**src/rtl/xilly_stream_aggregator_pkg.sv**
```systemverilog
// Shared definitions for the Xillybus stream aggregator.
//   HDR_MAGIC / TRL_MAGIC : top byte of the burst header and trailer words
//   agg_state_t           : aggregator FSM states
//   mk_frame()            : builds a 32-bit header/trailer word {magic, channel, count}
package xilly_stream_aggregator_pkg;

  localparam logic [7:0] HDR_MAGIC = 8'hA5;
  localparam logic [7:0] TRL_MAGIC = 8'h5A;

  typedef enum logic [1:0] {
    IDLE  = 2'd0,
    HDR   = 2'd1,
    BURST = 2'd2,
    TRL   = 2'd3
  } agg_state_t;

  // Header and trailer share one layout; the header always carries a zero count.
  function automatic logic [31:0] mk_frame(input logic [7:0]  magic,
                                           input logic [7:0]  ch,
                                           input logic [15:0] cnt);
    return {magic, ch, cnt};
  endfunction

endpackage

```
**src/rtl/xilly_stream_aggregator_if.sv**
```systemverilog
// Bus bundle between the application channels, the aggregator and the Xillybus
// host-read FIFO write port.
//   s_data     NUM_CH*DATA_W  channel payload, ch i = [i*DATA_W +: DATA_W]
//   s_valid    NUM_CH         per-channel word valid
//   s_last     NUM_CH         per-channel end-of-packet marker
//   s_ready    NUM_CH         per-channel accept (driven by the aggregator)
//   fifo_full  1              Xillybus FIFO full
//   fifo_wr_en 1              FIFO write strobe (driven by the aggregator)
//   fifo_data  DATA_W         FIFO write data (driven by the aggregator)
// modport slave is the aggregator's view; modport master is the environment's view.
interface xilly_stream_aggregator_if #(
  parameter int NUM_CH = 4,
  parameter int DATA_W = 32
);

  logic [NUM_CH*DATA_W-1:0] s_data;
  logic [NUM_CH-1:0]        s_valid;
  logic [NUM_CH-1:0]        s_last;
  logic [NUM_CH-1:0]        s_ready;
  logic                     fifo_full;
  logic                     fifo_wr_en;
  logic [DATA_W-1:0]        fifo_data;

  modport master (
    output s_data, s_valid, s_last, fifo_full,
    input  s_ready, fifo_wr_en, fifo_data
  );

  modport slave (
    input  s_data, s_valid, s_last, fifo_full,
    output s_ready, fifo_wr_en, fifo_data
  );

endinterface

```
**src/rtl/xilly_stream_aggregator_rr_arbiter.sv**
```systemverilog
// Combinational round-robin arbiter: picks the first requesting channel at or after
// ptr, wrapping from NUM_CH-1 back to 0.
//   req       in   NUM_CH  request vector
//   ptr       in   IDX_W   highest-priority channel this round
//   gnt_valid out  1       at least one request present
//   gnt_idx   out  IDX_W   granted channel (0 when gnt_valid is low)
module xilly_stream_aggregator_rr_arbiter #(
  parameter int NUM_CH = 4,
  parameter int IDX_W  = (NUM_CH > 1) ? $clog2(NUM_CH) : 1
) (
  input  logic [NUM_CH-1:0] req,
  input  logic [IDX_W-1:0]  ptr,
  output logic              gnt_valid,
  output logic [IDX_W-1:0]  gnt_idx
);

  // Walk the offsets from the farthest to the nearest so the channel closest to
  // ptr is the last one written and therefore wins.
  always_comb begin
    logic [IDX_W-1:0] sel;
    gnt_valid = 1'b0;
    gnt_idx   = '0;
    sel       = '0;
    for (int k = NUM_CH - 1; k >= 0; k--) begin
      sel = IDX_W'((int'(ptr) + k) % NUM_CH);
      if (req[sel]) begin
        gnt_valid = 1'b1;
        gnt_idx   = sel;
      end
    end
  end

endmodule

```
**src/rtl/xilly_stream_aggregator.sv**
```systemverilog
// Merges NUM_CH application streams into one Xillybus host-read FIFO write port.
// Channels are served in round-robin bursts of up to MAX_BURST words; each burst is
// framed by a header {A5, ch, 0000} and a trailer {5A, ch, count}. One activity LED
// per channel stays lit for LED_HOLD cycles after the last accepted word.
//   bus_clk  in   1       sole clock
//   bus_rst  in   1       synchronous active-high reset
//   enable   in   1       allow new bursts to start
//   agg_bus  slave        channel inputs, s_ready, FIFO write port
//   busy     out  1       high in any state other than IDLE
//   led      out  NUM_CH  per-channel activity indicator
module xilly_stream_aggregator
  import xilly_stream_aggregator_pkg::*;
#(
  parameter int NUM_CH    = 4,
  parameter int DATA_W    = 32,
  parameter int MAX_BURST = 16,
  parameter int LED_HOLD  = 1048576
) (
  input  logic                      bus_clk,
  input  logic                      bus_rst,
  input  logic                      enable,
  xilly_stream_aggregator_if.slave  agg_bus,
  output logic                      busy,
  output logic [NUM_CH-1:0]         led
);

  localparam int CH_W  = (NUM_CH > 1) ? $clog2(NUM_CH) : 1;
  localparam int CNT_W = $clog2(MAX_BURST + 1);
  localparam int LED_W = $clog2(LED_HOLD + 1);

  agg_state_t        state_q, state_d;
  logic [CH_W-1:0]   grant_q, grant_d;
  logic [CH_W-1:0]   rr_ptr_q, rr_ptr_d;
  logic [CNT_W-1:0]  count_q, count_d;
  logic [DATA_W-1:0] frame_q, frame_d;
  logic              busy_q;

  logic              gnt_valid;
  logic [CH_W-1:0]   gnt_idx;
  logic [DATA_W-1:0] cur_data;
  logic              cur_valid;
  logic              cur_last;
  logic              word_accept;
  logic [CNT_W-1:0]  count_inc;

  xilly_stream_aggregator_rr_arbiter #(
    .NUM_CH (NUM_CH),
    .IDX_W  (CH_W)
  ) u_arbiter (
    .req       (agg_bus.s_valid),
    .ptr       (rr_ptr_q),
    .gnt_valid (gnt_valid),
    .gnt_idx   (gnt_idx)
  );

  assign cur_data  = agg_bus.s_data[int'(grant_q) * DATA_W +: DATA_W];
  assign cur_valid = agg_bus.s_valid[grant_q];
  assign cur_last  = agg_bus.s_last[grant_q];
  assign count_inc = count_q + 1'b1;

  // Handshake outputs react to fifo_full in the same cycle so the FIFO is never
  // written while full. Header/trailer come from frame_q; payload bypasses it.
  always_comb begin
    agg_bus.s_ready    = '0;
    agg_bus.fifo_wr_en = 1'b0;
    agg_bus.fifo_data  = frame_q;
    word_accept        = 1'b0;
    case (state_q)
      HDR, TRL: begin
        agg_bus.fifo_wr_en = !agg_bus.fifo_full;
      end
      BURST: begin
        agg_bus.s_ready[grant_q] = !agg_bus.fifo_full;
        agg_bus.fifo_wr_en       = cur_valid && !agg_bus.fifo_full;
        agg_bus.fifo_data        = cur_data;
        word_accept              = cur_valid && !agg_bus.fifo_full;
      end
      default: ;
    endcase
  end

  // Next-state logic. The trailer word is prepared on the transition into TRL so
  // its count already includes the final payload word.
  always_comb begin
    state_d  = state_q;
    grant_d  = grant_q;
    rr_ptr_d = rr_ptr_q;
    count_d  = count_q;
    frame_d  = frame_q;
    case (state_q)
      IDLE: begin
        if (enable && gnt_valid) begin
          grant_d = gnt_idx;
          frame_d = DATA_W'(mk_frame(HDR_MAGIC, 8'(gnt_idx), 16'h0000));
          state_d = HDR;
        end
      end
      HDR: begin
        if (!agg_bus.fifo_full) begin
          frame_d = '0;
          state_d = BURST;
        end
      end
      BURST: begin
        if (word_accept) begin
          count_d = count_inc;
          if (cur_last || (count_inc == CNT_W'(MAX_BURST))) begin
            frame_d = DATA_W'(mk_frame(TRL_MAGIC, 8'(grant_q), 16'(count_inc)));
            state_d = TRL;
          end
        end
      end
      TRL: begin
        if (!agg_bus.fifo_full) begin
          rr_ptr_d = (grant_q == CH_W'(NUM_CH - 1)) ? '0 : grant_q + 1'b1;
          count_d  = '0;
          frame_d  = '0;
          state_d  = IDLE;
        end
      end
      default: state_d = IDLE;
    endcase
  end

  always_ff @(posedge bus_clk) begin
    if (bus_rst) begin
      state_q  <= IDLE;
      grant_q  <= '0;
      rr_ptr_q <= '0;
      count_q  <= '0;
      frame_q  <= '0;
      busy_q   <= 1'b0;
    end else begin
      state_q  <= state_d;
      grant_q  <= grant_d;
      rr_ptr_q <= rr_ptr_d;
      count_q  <= count_d;
      frame_q  <= frame_d;
      busy_q   <= (state_d != IDLE);
    end
  end

  assign busy = busy_q;

  // Per-channel LED hold counters: reload on an accepted word, otherwise count
  // down and stick at zero.
  for (genvar i = 0; i < NUM_CH; i++) begin : g_led
    logic [LED_W-1:0] led_cnt_q, led_cnt_d;

    always_comb begin
      if (word_accept && (grant_q == CH_W'(i))) begin
        led_cnt_d = LED_W'(LED_HOLD);
      end else if (led_cnt_q != '0) begin
        led_cnt_d = led_cnt_q - 1'b1;
      end else begin
        led_cnt_d = '0;
      end
    end

    always_ff @(posedge bus_clk) begin
      if (bus_rst) begin
        led_cnt_q <= '0;
      end else begin
        led_cnt_q <= led_cnt_d;
      end
    end

    assign led[i] = (led_cnt_q != '0);
  end

endmodule

```
**src/flat_wrapper.sv**
```systemverilog
// flat-port wrapper written by rule: the top's interface ports become plain ports
module xilly_stream_aggregator_flat import xilly_stream_aggregator_pkg::*;
#(
  parameter int NUM_CH    = 4,
  parameter int DATA_W    = 32,
  parameter int MAX_BURST = 16,
  parameter int LED_HOLD  = 1048576
)
  (bus_clk, bus_rst, enable, busy, led, agg_bus_s_data, agg_bus_s_valid, agg_bus_s_last, agg_bus_fifo_full, agg_bus_s_ready, agg_bus_fifo_wr_en, agg_bus_fifo_data);
  xilly_stream_aggregator_if #(.NUM_CH(NUM_CH), .DATA_W(DATA_W)) agg_bus_i ();
  input  logic bus_clk;
  input  logic bus_rst;
  input  logic enable;
  output logic busy;
  output logic [NUM_CH-1:0] led;
  input wire logic [$bits(agg_bus_i.s_data)-1:0] agg_bus_s_data;
  input wire logic [$bits(agg_bus_i.s_valid)-1:0] agg_bus_s_valid;
  input wire logic [$bits(agg_bus_i.s_last)-1:0] agg_bus_s_last;
  input wire logic [$bits(agg_bus_i.fifo_full)-1:0] agg_bus_fifo_full;
  output wire logic [$bits(agg_bus_i.s_ready)-1:0] agg_bus_s_ready;
  output wire logic [$bits(agg_bus_i.fifo_wr_en)-1:0] agg_bus_fifo_wr_en;
  output wire logic [$bits(agg_bus_i.fifo_data)-1:0] agg_bus_fifo_data;
  assign agg_bus_i.s_data = agg_bus_s_data;
  assign agg_bus_i.s_valid = agg_bus_s_valid;
  assign agg_bus_i.s_last = agg_bus_s_last;
  assign agg_bus_i.fifo_full = agg_bus_fifo_full;
  assign agg_bus_s_ready = agg_bus_i.s_ready;
  assign agg_bus_fifo_wr_en = agg_bus_i.fifo_wr_en;
  assign agg_bus_fifo_data = agg_bus_i.fifo_data;
  xilly_stream_aggregator #(.NUM_CH(NUM_CH), .DATA_W(DATA_W), .MAX_BURST(MAX_BURST), .LED_HOLD(LED_HOLD)) u_core (.bus_clk(bus_clk), .bus_rst(bus_rst), .enable(enable), .agg_bus(agg_bus_i), .busy(busy), .led(led));
endmodule
```
**config.mk**
```make
export PLATFORM = sky130hd
export DESIGN_NAME = xilly_stream_aggregator_flat
export DESIGN_NICKNAME = d
export VERILOG_FILES = /design/src/rtl/xilly_stream_aggregator_pkg.sv /design/src/rtl/xilly_stream_aggregator_if.sv /design/src/rtl/xilly_stream_aggregator_rr_arbiter.sv /design/src/rtl/xilly_stream_aggregator.sv /design/src/flat_wrapper.sv
export SDC_FILE = /design/constraint.sdc
export NUM_CORES = 1
export LEC_CHECK = 0
export BUFFER_PORTS_ARGS = -buffer_cell sky130_fd_sc_hd__buf_4
export CAP_MARGIN = 20
export CORE_ASPECT_RATIO = 0.5
export CORE_UTILIZATION = 30
export CTS_BUF_LIST = sky130_fd_sc_hd__clkbuf_8
export DETAILED_ROUTE_END_ITERATION = 8
export PLACE_DENSITY = 0.63
export SLEW_MARGIN = 10
export SYNTH_ARGS = -nofsm -noshare
export SYNTH_HDL_FRONTEND = slang
export SYNTH_HIERARCHICAL = 1
export SYNTH_SLANG_ARGS = --single-unit
```
**constraint.sdc**
```tcl
create_clock -name bus_clk -period 7 [get_ports bus_clk]
set_input_delay 0.35 -clock bus_clk [delete_from_list [all_inputs] [get_ports bus_clk]]
set_output_delay 0.35 -clock bus_clk [all_outputs]
set_load 0.02 [all_outputs]
```
==> run metrics <==
Min Clock Period, post-route between 3 and 4 ns; placed inst area between 7000 and 8000 um^2; vias in the first global route between 4k and 5k; detailed placement HPWL approximately 11 mm; Worst setup EP type output port; initial antenna violation count 0; crit start category register; Cell Rows 35; Slew Viols, Final 0; Async S/R FF share, synth 0%; post-route ant nets 0; worst-margin pin slew roughly 0.96 ns; final non-filler cell total 1,056; Final Hold Fails 0; # resized after CTS 0; core box area 18,700 um^2; wire per inst 13.7 um; Worst-path clk slew approximately 0.10 ns; Overflow after GRT 0; Avg Cell Area, Syn around 9.3 um^2; WS Path Type reg2out; Critical Path RT roughly 6.7 ns; worst-case clock buffer depth 2; DRT Wirelength between 10 and 15 mm; Pint around 1400 uW; Max stage delay on crit path 0.73 ns; # port buffers around 180; detailed-route via count 5,030; post-layout util 40.5%; drt initial violations between 200 and 300; cell area after synthesis between 5000 and 6000 um^2; number of distinct library cells after synthesis 58; TritonCTS clock tree built; Synth Flop Type dfxtp_1; leading post-synthesis cells by cell area dfxtp_1 (36%), mux4_2 (13%), xnor2_1 (6.3%); GPL Wtd Cong 0.784; Seq pwr share 37.8%; largest net degree at the start of global routing 40; die area 20,100 um^2; Psw between 900 and 1000 uW; Synth Register Bits around 110; postcts setup bufs 0; root buffer cell clkbuf_8; Worst Hold Class in2reg; total track usage 14.4%; Post-synth EDFFs 0; RSZ-0062 raised after global routing false; layout cells sized above 1 around a third; total CTS buffers 9; CP max-delay cell mux4_2; Ports roughly 180; Final Net Count between 900 and 1k; area delta synth->final 29.6%; total leakage power ~0.0030 uW; Sw Ratio approximately two fifths; setup TNS 0 ns; Peak VDD IR around 0.00011 V; Gate power share between 40% and 50%; clock latency on the worst-skew pair ~0.37 ns; Worst Path Max Fanout 24; Synth top area share 35.9%; most frequent CP cell buf_4; Final Cell Area roughly 7600 um^2; cts hold-fix bufs 0; Fin Hold WS ~0.33 ns; status finished clean; Max-Cap Viols 0; Power Dens Cells 319 nW/um^2; DRC errors left 0; die width approximately 200 um; Post-Syn Instances 627; via/cell ratio 4.76; most common cell in the netlist dfxtp_1; Critical Path AT between 2 and 3 ns; Clock Skew approximately 0.012 ns; CTS sink count between 100 and 150; critical path cell sequence buf_4 > mux4_2 > a21oi_1 > nor2_1 > buf_4; most instantiated cells after synthesis dfxtp_1 (105), nor2_1 (93), xnor2_1 (42); Clk pwr share 14.1%; first-pass GRT wire length 23.2 mm; Synth area leader dfxtp_1; Initial Util 31.2%; TritonRoute pass-1 iters 4; htree depth 3; FF-to-FF setup slack just under 4 ns; yosys warns 6; worst relative slew slack a little over a third; period utilization 44.6%; Synth Net Count between 700 and 800; Seq/Total Area, Yosys ~36%; antenna cells 0; setup violators final 0; Inst Count DP between 1k and 1.5k; Die Ht 101 um; fmax about 320 MHz
[worst paths after layout]
check	endpoint	depth (start not counted)	from
setup reg to reg	u_core/frame_q[1]$_SDFFE_PP0P_	5	u_core/grant_q[0]$_SDFFE_PP0P_
setup / recovery	agg_bus_fifo_wr_en	5	u_core/grant_q[0]$_SDFFE_PP0P_
hold reg to reg	u_core/g_led[3].led_cnt_q[0]$_SDFF_PP0_	1	u_core/g_led[3].led_cnt_q[0]$_SDFF_PP0_
hold / removal	u_core/grant_q[1]$_SDFFE_PP0P_	2	bus_rst
[per-stage QoR]
| step | worst slack [ns] | total power [uW] |
|---|---|---|
| 2_1_floorplan | 4.58 | 1840 |
| 3_3_place_gp | 3.94 | 2060 |
| 3_5_place_dp | 3.90 | 2090 |
| 4_1_cts | 3.81 | 2440 |
| 5_1_grt | 3.59 | 2620 |
| 6_report | 3.88 | 2420 |
[layout by cell type, fill, tap and decap left out, types with 3 or more instances in the layout]
| cell | n |
|---|---|
| o21ai_0 | 15 |
| a211oi_1 | 5 |
| or4_1 | 9 |
| inv_1 | 21 |
| clkbuf_8 | 9 |
| buf_4 | 184 |
| nor2_1 | 93 |
| nor2b_1 | 21 |
| nand2_1 | 36 |
| or3_1 | 16 |
| dfxtp_1 | 103 |
| o2bb2ai_1 | 4 |
| mux4_2 | 34 |
| nand3b_1 | 7 |
| clkinv_2 | 3 |
| xor2_1 | 23 |
| xnor2_1 | 42 |
| nand2b_1 | 5 |
| mux2i_1 | 6 |
| nand4_1 | 3 |
| nor3b_1 | 3 |
| nor3_1 | 28 |
| a21oi_1 | 22 |
| nor4_1 | 14 |
| ha_1 | 10 |
| mux2_2 | 7 |
| and2_1 | 4 |
| nor2_2 | 19 |
| nand3_1 | 12 |
[layer usage]
| layer | global-route usage [%] | share of wire (%) |
|---|---|---|
| met1 | 18.0 | 45 |
| met2 | 24.7 | 50 |
| met3 | 3.45 | 4.0 |
| met4 | 3.82 | 1.2 |
| met5 | 0 | 0 |
[flip-flops by register name, summed over array words and instances (netlist names)]
name / flops
u_core/count_q: 5
u_core/busy: 1
u_core/frame_q: 9
u_core/grant_q: 2
u_core/rr_ptr_q: 2
u_core/state_q: 2
u_core/g_led.led_cnt_q: 84
[layout make-up]
class / instances / area [um^2]
Multi-Input combinational cell: 472 / 3530
Tap cell: 259 / 324
Fill cell: 1873 / 11200
Clock inverter: 7 / 46.3
Timing Repair Buffer: 184 / 1380
Inverter: 20 / 75.1
Sequential cell: 105 / 2100
Clock buffer: 9 / 124
[kinds of logic (layout without fill, tap and decap cells)]
| group | after synthesis | in the layout | synth area share (%) |
|---|---|---|---|
| adder cells (fa/ha/maj) | 10 | 10 | 2.14 |
| flip-flops | 105 | 105 | 35.9 |
| AND/OR/NAND/NOR | 281 | 281 | 24.9 |
| AO/OA/AOI/OAI | 67 | 67 | 7.74 |
| XOR/XNOR | 65 | 65 | 9.73 |
| multiplexers | 49 | 49 | 15.8 |
| buffers and inverters | 50 | 220 | 3.74 |
[worst max-delay path, delay by kind of cell, from the launching register on]
kind	cells	cell delay [ns]
mux	1	0.73
flops	1	0.70
buf+inv	2	0.65
compound gates	1	0.22
simple gates	1	0.06
[power groups by stage]
stage,clock (uW),sequential (uW),combinational (uW)
final,341,914,1160
after global routing,375,940,1300
after CTS,355,914,1180
after global placement,0,920,1140
after floorplan,0,887,953
after detailed placement,0,926,1170
(Power assumes the default switching activity.)
